**config.mk**
```make
export PLATFORM = sky130hd
export DESIGN_NAME = pwm_ramp_sequencer
export DESIGN_NICKNAME = d
export VERILOG_FILES = /design/src/rtl/pwm_ramp_sequencer.sv
export SDC_FILE = /design/constraint.sdc
export NUM_CORES = 1
export LEC_CHECK = 0
export ABC_AREA = 1
export ABC_CLOCK_PERIOD_IN_PS = 6790
export BUFFER_PORTS_ARGS = -buffer_cell sky130_fd_sc_hd__buf_4
export CORE_ASPECT_RATIO = 1.2
export CORE_MARGIN = 2
export CORE_UTILIZATION = 45
export CTS_CLUSTER_DIAMETER = 50
export DETAILED_ROUTE_END_ITERATION = 7
export PLACE_DENSITY = 0.67
export SETUP_SLACK_MARGIN = 0.1
export SYNTH_ARGS = -nofsm -noshare
export SYNTH_HDL_FRONTEND = slang
export SYNTH_SLANG_ARGS = --single-unit
```
**constraint.sdc**
```tcl
create_clock -name clk -period 6.79 [get_ports clk]
set_input_delay 0.3395 -clock clk [delete_from_list [all_inputs] [get_ports clk]]
set_output_delay 0.3395 -clock clk [all_outputs]
set_load 0.01 [all_outputs]
```
**src/rtl/pwm_ramp_sequencer.sv**
```systemverilog
// Per-channel duty ramp controller: on each update tick, moves every channel's duty
// toward its target by at most G_STEP and emits one AXIS beat per changed channel.
module pwm_ramp_sequencer #(
  parameter int G_NUM_CHANNELS         = 4,
  parameter int G_UPDATE_PERIOD_CYCLES = 1000,
  parameter int G_STEP                 = 16
) (
  input  logic                      clk,
  input  logic                      rst,
  input  logic                      cfg_valid,
  input  logic [3:0]                cfg_channel,
  input  logic [15:0]               cfg_target,
  output logic                      cfg_ready,
  output logic                      axis_out_tvalid,
  output logic [23:0]               axis_out_tdata,
  input  logic                      axis_out_tready,
  output logic                      busy,
  output logic [G_NUM_CHANNELS-1:0] ramp_done
);

  // state | meaning
  // IDLE  | waiting for an update tick or a pending tick
  // SCAN  | comparing cur/tgt of channel idx, one channel per cycle
  // SEND  | beat for channel idx presented, waiting for tready

  localparam int IW    = (G_NUM_CHANNELS > 1) ? $clog2(G_NUM_CHANNELS) : 1;
  localparam int NSLOT = 1 << IW;
  localparam int CW    = (G_UPDATE_PERIOD_CYCLES > 1) ? $clog2(G_UPDATE_PERIOD_CYCLES) : 1;

  localparam logic [CW-1:0] CNT_LAST = CW'(G_UPDATE_PERIOD_CYCLES - 1);
  localparam logic [IW-1:0] IDX_LAST = IW'(G_NUM_CHANNELS - 1);
  localparam logic [16:0]   STEP17   = 17'(G_STEP);
  localparam logic [4:0]    NUM_CH5  = 5'(G_NUM_CHANNELS);

  typedef enum logic [1:0] {
    ST_IDLE,
    ST_SCAN,
    ST_SEND
  } state_t;

  state_t         state_q;
  logic [IW-1:0]  idx_q;
  logic           pending_q;
  logic [CW-1:0]  cnt_q;
  logic           tvalid_q;
  logic [23:0]    tdata_q;
  logic [15:0]    cur_q [NSLOT];
  logic [15:0]    tgt_q [NSLOT];

  logic           tick;
  logic           cfg_hit;
  logic [15:0]    cur_sel;
  logic [15:0]    tgt_sel;
  logic [16:0]    gap;
  logic [16:0]    step;
  logic [15:0]    duty_d;

  assign tick = (cnt_q == CNT_LAST);

  always_ff @(posedge clk or posedge rst) begin
    if (rst) begin
      cnt_q <= '0;
    end else if (tick) begin
      cnt_q <= '0;
    end else begin
      cnt_q <= cnt_q + CW'(1);
    end
  end

  assign cfg_hit = cfg_valid && ({1'b0, cfg_channel} < NUM_CH5);

  always_ff @(posedge clk or posedge rst) begin
    if (rst) begin
      for (int i = 0; i < NSLOT; i++) begin
        tgt_q[i] <= '0;
      end
    end else if (cfg_hit) begin
      tgt_q[cfg_channel[IW-1:0]] <= cfg_target;
    end
  end

  assign cur_sel = cur_q[idx_q];
  assign tgt_sel = tgt_q[idx_q];

  // 17-bit arithmetic so the clamped step can neither wrap nor overshoot.
  always_comb begin
    gap    = '0;
    step   = '0;
    duty_d = cur_sel;
    if (tgt_sel > cur_sel) begin
      gap    = {1'b0, tgt_sel} - {1'b0, cur_sel};
      step   = (gap < STEP17) ? gap : STEP17;
      duty_d = 16'({1'b0, cur_sel} + step);
    end else begin
      gap    = {1'b0, cur_sel} - {1'b0, tgt_sel};
      step   = (gap < STEP17) ? gap : STEP17;
      duty_d = 16'({1'b0, cur_sel} - step);
    end
  end

  always_ff @(posedge clk or posedge rst) begin
    if (rst) begin
      state_q   <= ST_IDLE;
      idx_q     <= '0;
      pending_q <= 1'b0;
      tvalid_q  <= 1'b0;
      tdata_q   <= '0;
      for (int i = 0; i < NSLOT; i++) begin
        cur_q[i] <= '0;
      end
    end else begin
      case (state_q)
        ST_IDLE: begin
          if (tick || pending_q) begin
            pending_q <= 1'b0;
            idx_q     <= '0;
            state_q   <= ST_SCAN;
          end
        end
        ST_SCAN: begin
          if (tick) begin
            pending_q <= 1'b1;
          end
          if (cur_sel != tgt_sel) begin
            tdata_q  <= {4'h0, 4'(idx_q), duty_d};
            tvalid_q <= 1'b1;
            state_q  <= ST_SEND;
          end else if (idx_q == IDX_LAST) begin
            state_q <= ST_IDLE;
          end else begin
            idx_q <= idx_q + IW'(1);
          end
        end
        ST_SEND: begin
          if (tick) begin
            pending_q <= 1'b1;
          end
          // tvalid is always high here, so tready alone completes the handshake.
          if (axis_out_tready) begin
            cur_q[idx_q] <= tdata_q[15:0];
            tvalid_q     <= 1'b0;
            if (idx_q == IDX_LAST) begin
              state_q <= ST_IDLE;
            end else begin
              idx_q   <= idx_q + IW'(1);
              state_q <= ST_SCAN;
            end
          end
        end
        default: begin
          state_q <= ST_IDLE;
        end
      endcase
    end
  end

  for (genvar g = 0; g < G_NUM_CHANNELS; g++) begin : g_done
    assign ramp_done[g] = (cur_q[g] == tgt_q[g]);
  end

  assign busy            = (state_q != ST_IDLE);
  assign cfg_ready       = 1'b1;
  assign axis_out_tvalid = tvalid_q;
  assign axis_out_tdata  = tdata_q;

endmodule

```
==> impl_metrics.env, run 1 <==
export IMPL_drt_total_wl_um=31430
export IMPL_min_period_ns=6.091
export IMPL_cts_tree="yes"
export IMPL_period_share=0.8971
export IMPL_worst_pin_slew_ns=1.171
export IMPL_critPathLaunchType="register"
export IMPL_clkTransAtPathRegs_ns=0.07
export IMPL_hpwl_um=24370
export IMPL_cp_end_kind="register"
export IMPL_clockBufferDepth=2
export IMPL_crit_top_cell="nand2_1"
export IMPL_final_antenna_net_count=0
export IMPL_synth_cell_types=50
export IMPL_cp_arrival_ns=6.42
export IMPL_antenna_found_initial=0
export IMPL_hold_class="input pin to asynchronous set/reset pin"
export IMPL_hold_viol_final=0
export IMPL_synthToLayoutAreaGrowth_pct=11.32
export IMPL_synthesis_area_sq_um=10910
export IMPL_dp_cells=1820
export IMPL_setup_viol=0
export IMPL_die_h_um=174.6
export IMPL_synth_edf_count=0
export IMPL_fin_cells=1852
export IMPL_core_area_sq_um=23890
export IMPL_io_buffers=47
export IMPL_cp_slowest_cell="dfrtp_2"
export IMPL_rsz0062_at_grt="false"
export IMPL_gr_total_overflow=0
export IMPL_skew_ns=0.009031
export IMPL_p_per_area_nw_per_um2=252.1
export IMPL_grt_util_all_layers=0.2511
export IMPL_slew_viol_final=0
export IMPL_die_w_um=146.1
export IMPL_diodes=0
export IMPL_yosys_warnings=0
export IMPL_seq_area_frac_synth=0.3716
export IMPL_max_slew_margin_rel=0.2171
export IMPL_route_detailed_drc=0
export IMPL_clk_latency_ns=0.43
export IMPL_required_ns=7.12
export IMPL_die_area_sq_um=25510
export IMPL_maxCapViolations=0
export IMPL_cp_top_family="simple AND/OR/NAND/NOR gates"
export IMPL_vdd_ir_drop_worst_uv=243.5
export IMPL_cts_buffers=17
export IMPL_fmax_mhz=164.2
export IMPL_worstPathBufferInverterCount=6
export IMPL_yosys_register_bits=162
export IMPL_start_util=0.4566
export IMPL_cts_root_buf="clkbuf_16"
export IMPL_nNetsFinal=1603
export IMPL_post_drt_wl_per_cell_um=16.97
export IMPL_gp_congestion=0.9583
export IMPL_worstPathMaxFanout=25
export IMPL_cts_max_level=4
export IMPL_critPathMaxStageDelay_ns=0.55
export IMPL_rr_worst_depth=37
export IMPL_cts_sinks=162
export IMPL_syn_avg_cell_area_sq_um=7.293
export IMPL_drive_gt1_frac=0.09530
export IMPL_status="finished clean"
export IMPL_ys_flop_type="dfrtp_1"
export IMPL_grt_max_degree=89
export IMPL_syn_inst=1496
export IMPL_crit_type="register to register"
export IMPL_vias=9935
export IMPL_io_pins=55
export IMPL_rows=62
export IMPL_vias_per_cell=5.364
export IMPL_dr_pass1_iters=6
export IMPL_finalSetupTns_ns=0
export IMPL_grt_pass1_wl_um=50600
export IMPL_grt_pass1_vias=9501
export IMPL_p_leak_nw=5.891
export IMPL_drtIter0Drc=889
export IMPL_cp_num_cells=37
export IMPL_synthArstFlopShare=1.000
## state kept, by name, summed over array words and instances, names as in the netlist
signal           flops
axis_out_tdata      18
axis_out_tvalid      1
cnt_q               10
cur_q               64
idx_q                2
pending_q            1
state_q              2
tgt_q               64
## layout by cell type, fill, tap and decap left out, types with 6 or more instances in the layout
cell	n
nand2_1	448
inv_1	192
o21ai_0	165
dfrtp_1	161
a21oi_1	78
nor2_1	58
ha_1	57
buf_4	57
nand3_1	52
xnor2_1	37
xor2_1	33
a32oi_1	32
nand4_1	20
clkbuf_16	17
nand2_2	11
inv_2	11
or2_2	10
conb_1	7
nor2_4	6
nor2_2	6
nor3_1	6
o21bai_1	6
nor4_1	6
inv_6	6
## synth_stat cells (2+ instances only)
cell type	instances	share of area
nor2_2	6	0.0034
o31ai_1	2	0.0014
nor2_4	6	0.0062
conb_1	2	0.00069
nor2_1	58	0.020
o22ai_1	2	0.0011
a21oi_1	78	0.036
o21bai_1	6	0.0041
clkbuf_1	43	0.015
buf_2	4	0.0018
nand2_2	11	0.0063
o21ai_0	165	0.076
buf_1	5	0.0017
nand3_4	2	0.0032
buf_4	7	0.0048
or2_2	10	0.0057
inv_1	195	0.067
xnor2_1	37	0.030
ha_1	57	0.065
xor2_1	33	0.026
a32oi_1	32	0.026
nor4_1	6	0.0034
nand4_1	20	0.011
a31oi_1	2	0.0011
a211oi_1	2	0.0014
o2111ai_1	5	0.0040
fa_1	3	0.0055
nand2_1	448	0.15
dfrtp_1	162	0.37
nor3_1	6	0.0028
inv_2	11	0.0038
nand3_1	52	0.024
## cell families (layout without fill, tap and decap cells)
logic type	after synthesis	in the layout	share of synthesized area
AO/OA/AOI/OAI	304	304	0.1588
XOR/XNOR	70	70	0.05619
adder cells (fa/ha/maj)	60	60	0.07087
buffers and inverters	266	297	0.09438
flip-flops	162	162	0.3716
other	2	7	0.0006883
AND/OR/NAND/NOR	632	632	0.2475
## cell type report
| type | count | area (sq um) |
|---|---|---|
| sequential | 162 | 4055 |
| tap | 320 | 400.4 |
| timing repair buffer | 58 | 439.2 |
| inverter | 207 | 783.3 |
| clock buffer | 17 | 425.4 |
| clock inverter | 15 | 196.4 |
| fill | 2463 | 11750 |
| multi-input combinational | 1073 | 5846 |
## per-stage QoR
stage               total power (W)  instance area, sq um  utilization  hold slack (ns)  worst slack [ns]
floorplan                  0.001794                 10930            -           0.4329             1.707
global placement           0.002036                 11520       0.4821           0.4481            0.6291
detailed placement         0.002045                 11520       0.4821           0.4634            0.6406
CTS                        0.003073                 12140       0.5081           0.1002            0.6319
global route               0.003246                 12150       0.5083           0.1455            0.1366
finish                     0.003062                 12150       0.5083          0.07790            0.6986
## power by group
| part | leakage (nW) | switching, W | internal, W | total [W] |
|---|---|---|---|---|
| logic | 3.44 | 0.000590 | 0.000306 | 0.000896 |
| registers | 2.15 | 0.000101 | 0.00104 | 0.00114 |
| clock network | 0.295 | 0.000431 | 0.000590 | 0.00102 |
## final timing paths
path / from / endpoint / slack, ns
min in group clk: cfg_target[9] / tgt_q[41]$_DFFE_PP0P_ / 0.21
worst min register to register: cnt_q[0]$_DFF_PP0_ / cnt_q[0]$_DFF_PP0_ / 0.46
worst max-delay path: idx_q[0]$_DFFE_PP0P_ / axis_out_tdata[15]$_DFFE_PP0P_ / 0.70
worst min-delay path: rst / tgt_q[44]$_DFFE_PP0P_ / 0.08
worst max register to register: idx_q[0]$_DFFE_PP0P_ / axis_out_tdata[15]$_DFFE_PP0P_ / 0.70
max in group asynchronous: rst / tgt_q[63]$_DFFE_PP0P_ / 5.24
## layer usage
metal / global-route usage / wire, um / vias up
met1: 0.3363 / 13880 / 4730
met2: 0.4200 / 15150 / 291
met4: 0.09142 / 878 / 0
li1: - / - / 4861
met3: 0.03133 / 1516 / 53
met5: 0 / 0 / -
## what timing repair did
| action | in CTS | in global routing |
|---|---|---|
| resized for setup | 0 | 2 |
| hold buffers | 0 | 0 |
| hold endpoints to repair | 0 | 0 |
| buffers inserted | 0 | 0 |
| endpoints found under the setup margin | 0 | 3 |
(Power assumes the default switching activity.)
==> run 2: changes to the inputs <==
--- a/config.mk
+++ b/config.mk
@@ -10,10 +10,10 @@
 export BUFFER_PORTS_ARGS = -buffer_cell sky130_fd_sc_hd__buf_4
 export CORE_ASPECT_RATIO = 1.2
 export CORE_MARGIN = 2
-export CORE_UTILIZATION = 45
+export CORE_UTILIZATION = 63
 export CTS_CLUSTER_DIAMETER = 50
 export DETAILED_ROUTE_END_ITERATION = 7
-export PLACE_DENSITY = 0.67
+export PLACE_DENSITY = 0.87
 export SETUP_SLACK_MARGIN = 0.1
 export SYNTH_ARGS = -nofsm -noshare
 export SYNTH_HDL_FRONTEND = slang
==> impl_metrics.env, run 2 (same netlist as run 1, synthesis figures left out) <==
export IMPL_status="finished clean"
export IMPL_cts_buffers=17
export IMPL_min_period_ns=5.985
export IMPL_final_common_cell="nand2_1"
export IMPL_crit_top_cell="nand2_1"
export IMPL_die_h_um=148.2
export IMPL_fin_ws_ns=0.8046
export IMPL_dr_pass1_iters=6
export IMPL_grt_max_degree=90
export IMPL_grt_pass1_vias=9834
export IMPL_multiInputGateArea_sq_um=5846
export IMPL_io_buffers=47
export IMPL_fmax_mhz=167.1
export IMPL_fillers=1358
export IMPL_skew_ns=0.01521
export IMPL_vdd_ir_drop_worst_uv=216.7
export IMPL_maxCapViolations=0
export IMPL_finalSetupTns_ns=0
export IMPL_diodes=0
export IMPL_vias_per_cell=5.909
export IMPL_rsz0062_at_grt="false"
export IMPL_final_antenna_net_count=0
export IMPL_gp_congestion=1.066
export IMPL_final_area_sq_um=11960
export IMPL_die_area_sq_um=18390
export IMPL_hold_class="input pin to asynchronous set/reset pin"
export IMPL_final_cell_mix="nand2_1 (448), inv_1 (192), o21ai_0 (165)"
export IMPL_dpl_worst_slack_ns=0.5622
export IMPL_max_slew_margin_rel=0.1838
export IMPL_crit_end="axis_out_tdata[15]$_DFFE_PP0P_"
export IMPL_crit_type="register to register"
export IMPL_p_leak_nw=5.862
export IMPL_drtIter0Drc=1056
export IMPL_worst_pin_slew_ns=1.221
export IMPL_grt_util_all_layers=0.3513
export IMPL_core_area_sq_um=16920
export IMPL_post_drt_wl_per_cell_um=17.78
export IMPL_io_pins=55
export IMPL_drive_gt1_frac=0.09234
export IMPL_clk_latency_ns=0.44
export IMPL_worstReg2RegEnd="axis_out_tdata[15]$_DFFE_PP0P_"
export IMPL_regArea_sq_um=4055
export IMPL_r2r_start="idx_q[1]$_DFFE_PP0P_"
export IMPL_grt_pass1_wl_um=49480
export IMPL_critPathMaxStageDelay_ns=0.54
export IMPL_hold_viol_final=0
export IMPL_fin_cells=1743
export IMPL_rrSetupSlack_ns=0.80
export IMPL_worstPathMaxFanout=56
export IMPL_cts_tree="yes"
export IMPL_startpoint="idx_q[1]$_DFFE_PP0P_"
export IMPL_cp_slowest_cell="fa_1"
export IMPL_route_detailed_drc=0
export IMPL_vias=10300
export IMPL_worst_hold_slack_ns=0.01553
export IMPL_gr_total_overflow=0
export IMPL_period_share=0.8815
export IMPL_cts_sinks=162
export IMPL_slew_viol_final=0
export IMPL_start_util=0.6450
export IMPL_hpwl_um=23250
export IMPL_cp_top_family="simple AND/OR/NAND/NOR gates"
export IMPL_cp_arrival_ns=6.32
export IMPL_nNetsFinal=1598
export IMPL_synthToLayoutAreaGrowth_pct=9.656
export IMPL_cp_end_kind="register"
export IMPL_cts_root_buf="clkbuf_16"
export IMPL_critPathLaunchType="register"
export IMPL_cp_num_cells=33
export IMPL_die_w_um=124.1
export IMPL_placed_area_sq_um=11380
export IMPL_rows=52
export IMPL_setup_viol=0
export IMPL_dp_cells=1711
export IMPL_clockBufferDepth=2
export IMPL_cts_max_level=4
export IMPL_clkTransAtPathRegs_ns=0.08
export IMPL_rr_worst_depth=33
export IMPL_antenna_found_initial=0
export IMPL_required_ns=7.12
export IMPL_drt_total_wl_um=30990
export IMPL_worstPathBufferInverterCount=6
export IMPL_p_per_area_nw_per_um2=250.8
run 2: cell types whose count changed in the layout (fill, tap and decap cells not counted):
cell / previous run / this run
buf_4: 57 / 51
bufinv_16: 3 / 0
inv_8: 2 / 5
buf_12: 0 / 2
clkinv_8: 0 / 2
inv_6: 6 / 4
buf_6: 1 / 0
clkbuf_8: 0 / 1
clkinvlp_4: 3 / 2
run 2: final cells by class:
type / count / area share
clock buffer: 18 / 0.03671
clock inverter: 14 / 0.01203
inverter: 207 / 0.06578
multi-input combinational: 1073 / 0.4886
sequential: 162 / 0.3389
tap: 216 / 0.02259
timing repair buffer: 53 / 0.03535
run 2: how the worst min path moves through the flow:
stage	start	to	slack (ns)	cells after the start
floorplan	cnt_q[0]$_DFF_PP0_	cnt_q[0]$_DFF_PP0_	0.43	1
global placement	cnt_q[0]$_DFF_PP0_	cnt_q[0]$_DFF_PP0_	0.45	1
detailed placement	cnt_q[0]$_DFF_PP0_	cnt_q[0]$_DFF_PP0_	0.48	1
CTS	rst	cnt_q[5]$_DFF_PP0_	0.07	2
global route	rst	axis_out_tvalid$_DFFE_PP0P_	0.13	2
finish	rst	cnt_q[5]$_DFF_PP0_	0.02	2
run 2: per-stage QoR:
stage	utilization	power, W
CTS	0.7070	0.002981
detailed placement	0.6725	0.002036
finish	0.7072	0.003001
global route	0.7072	0.003152
floorplan	-	0.001794
global placement	0.6725	0.002012
run 2: repair_timing:
item                                   in CTS  in global routing
resized for setup                           0                  3
buffers inserted                            0                  0
endpoints found under the hold margin       0                  0
hold buffers                                0                  0
setup endpoints to repair                   0                  5
run 2: metal layers:
metal	wire, um	share of wire	track usage	vias up
met3	2323	0.075	0.05828	132
met5	0	0	0	-
met2	14640	0.47	0.5577	515
met1	12020	0.39	0.4442	4782
li1	-	-	-	4871
met4	2008	0.065	0.2202	0
run 2: where the power goes:
group	total (W)	internal [W]	switching, W
clock	0.000952	0.000499	0.000454
combinational	0.000904	0.000306	0.000598
sequential	0.00114	0.00104	0.000102
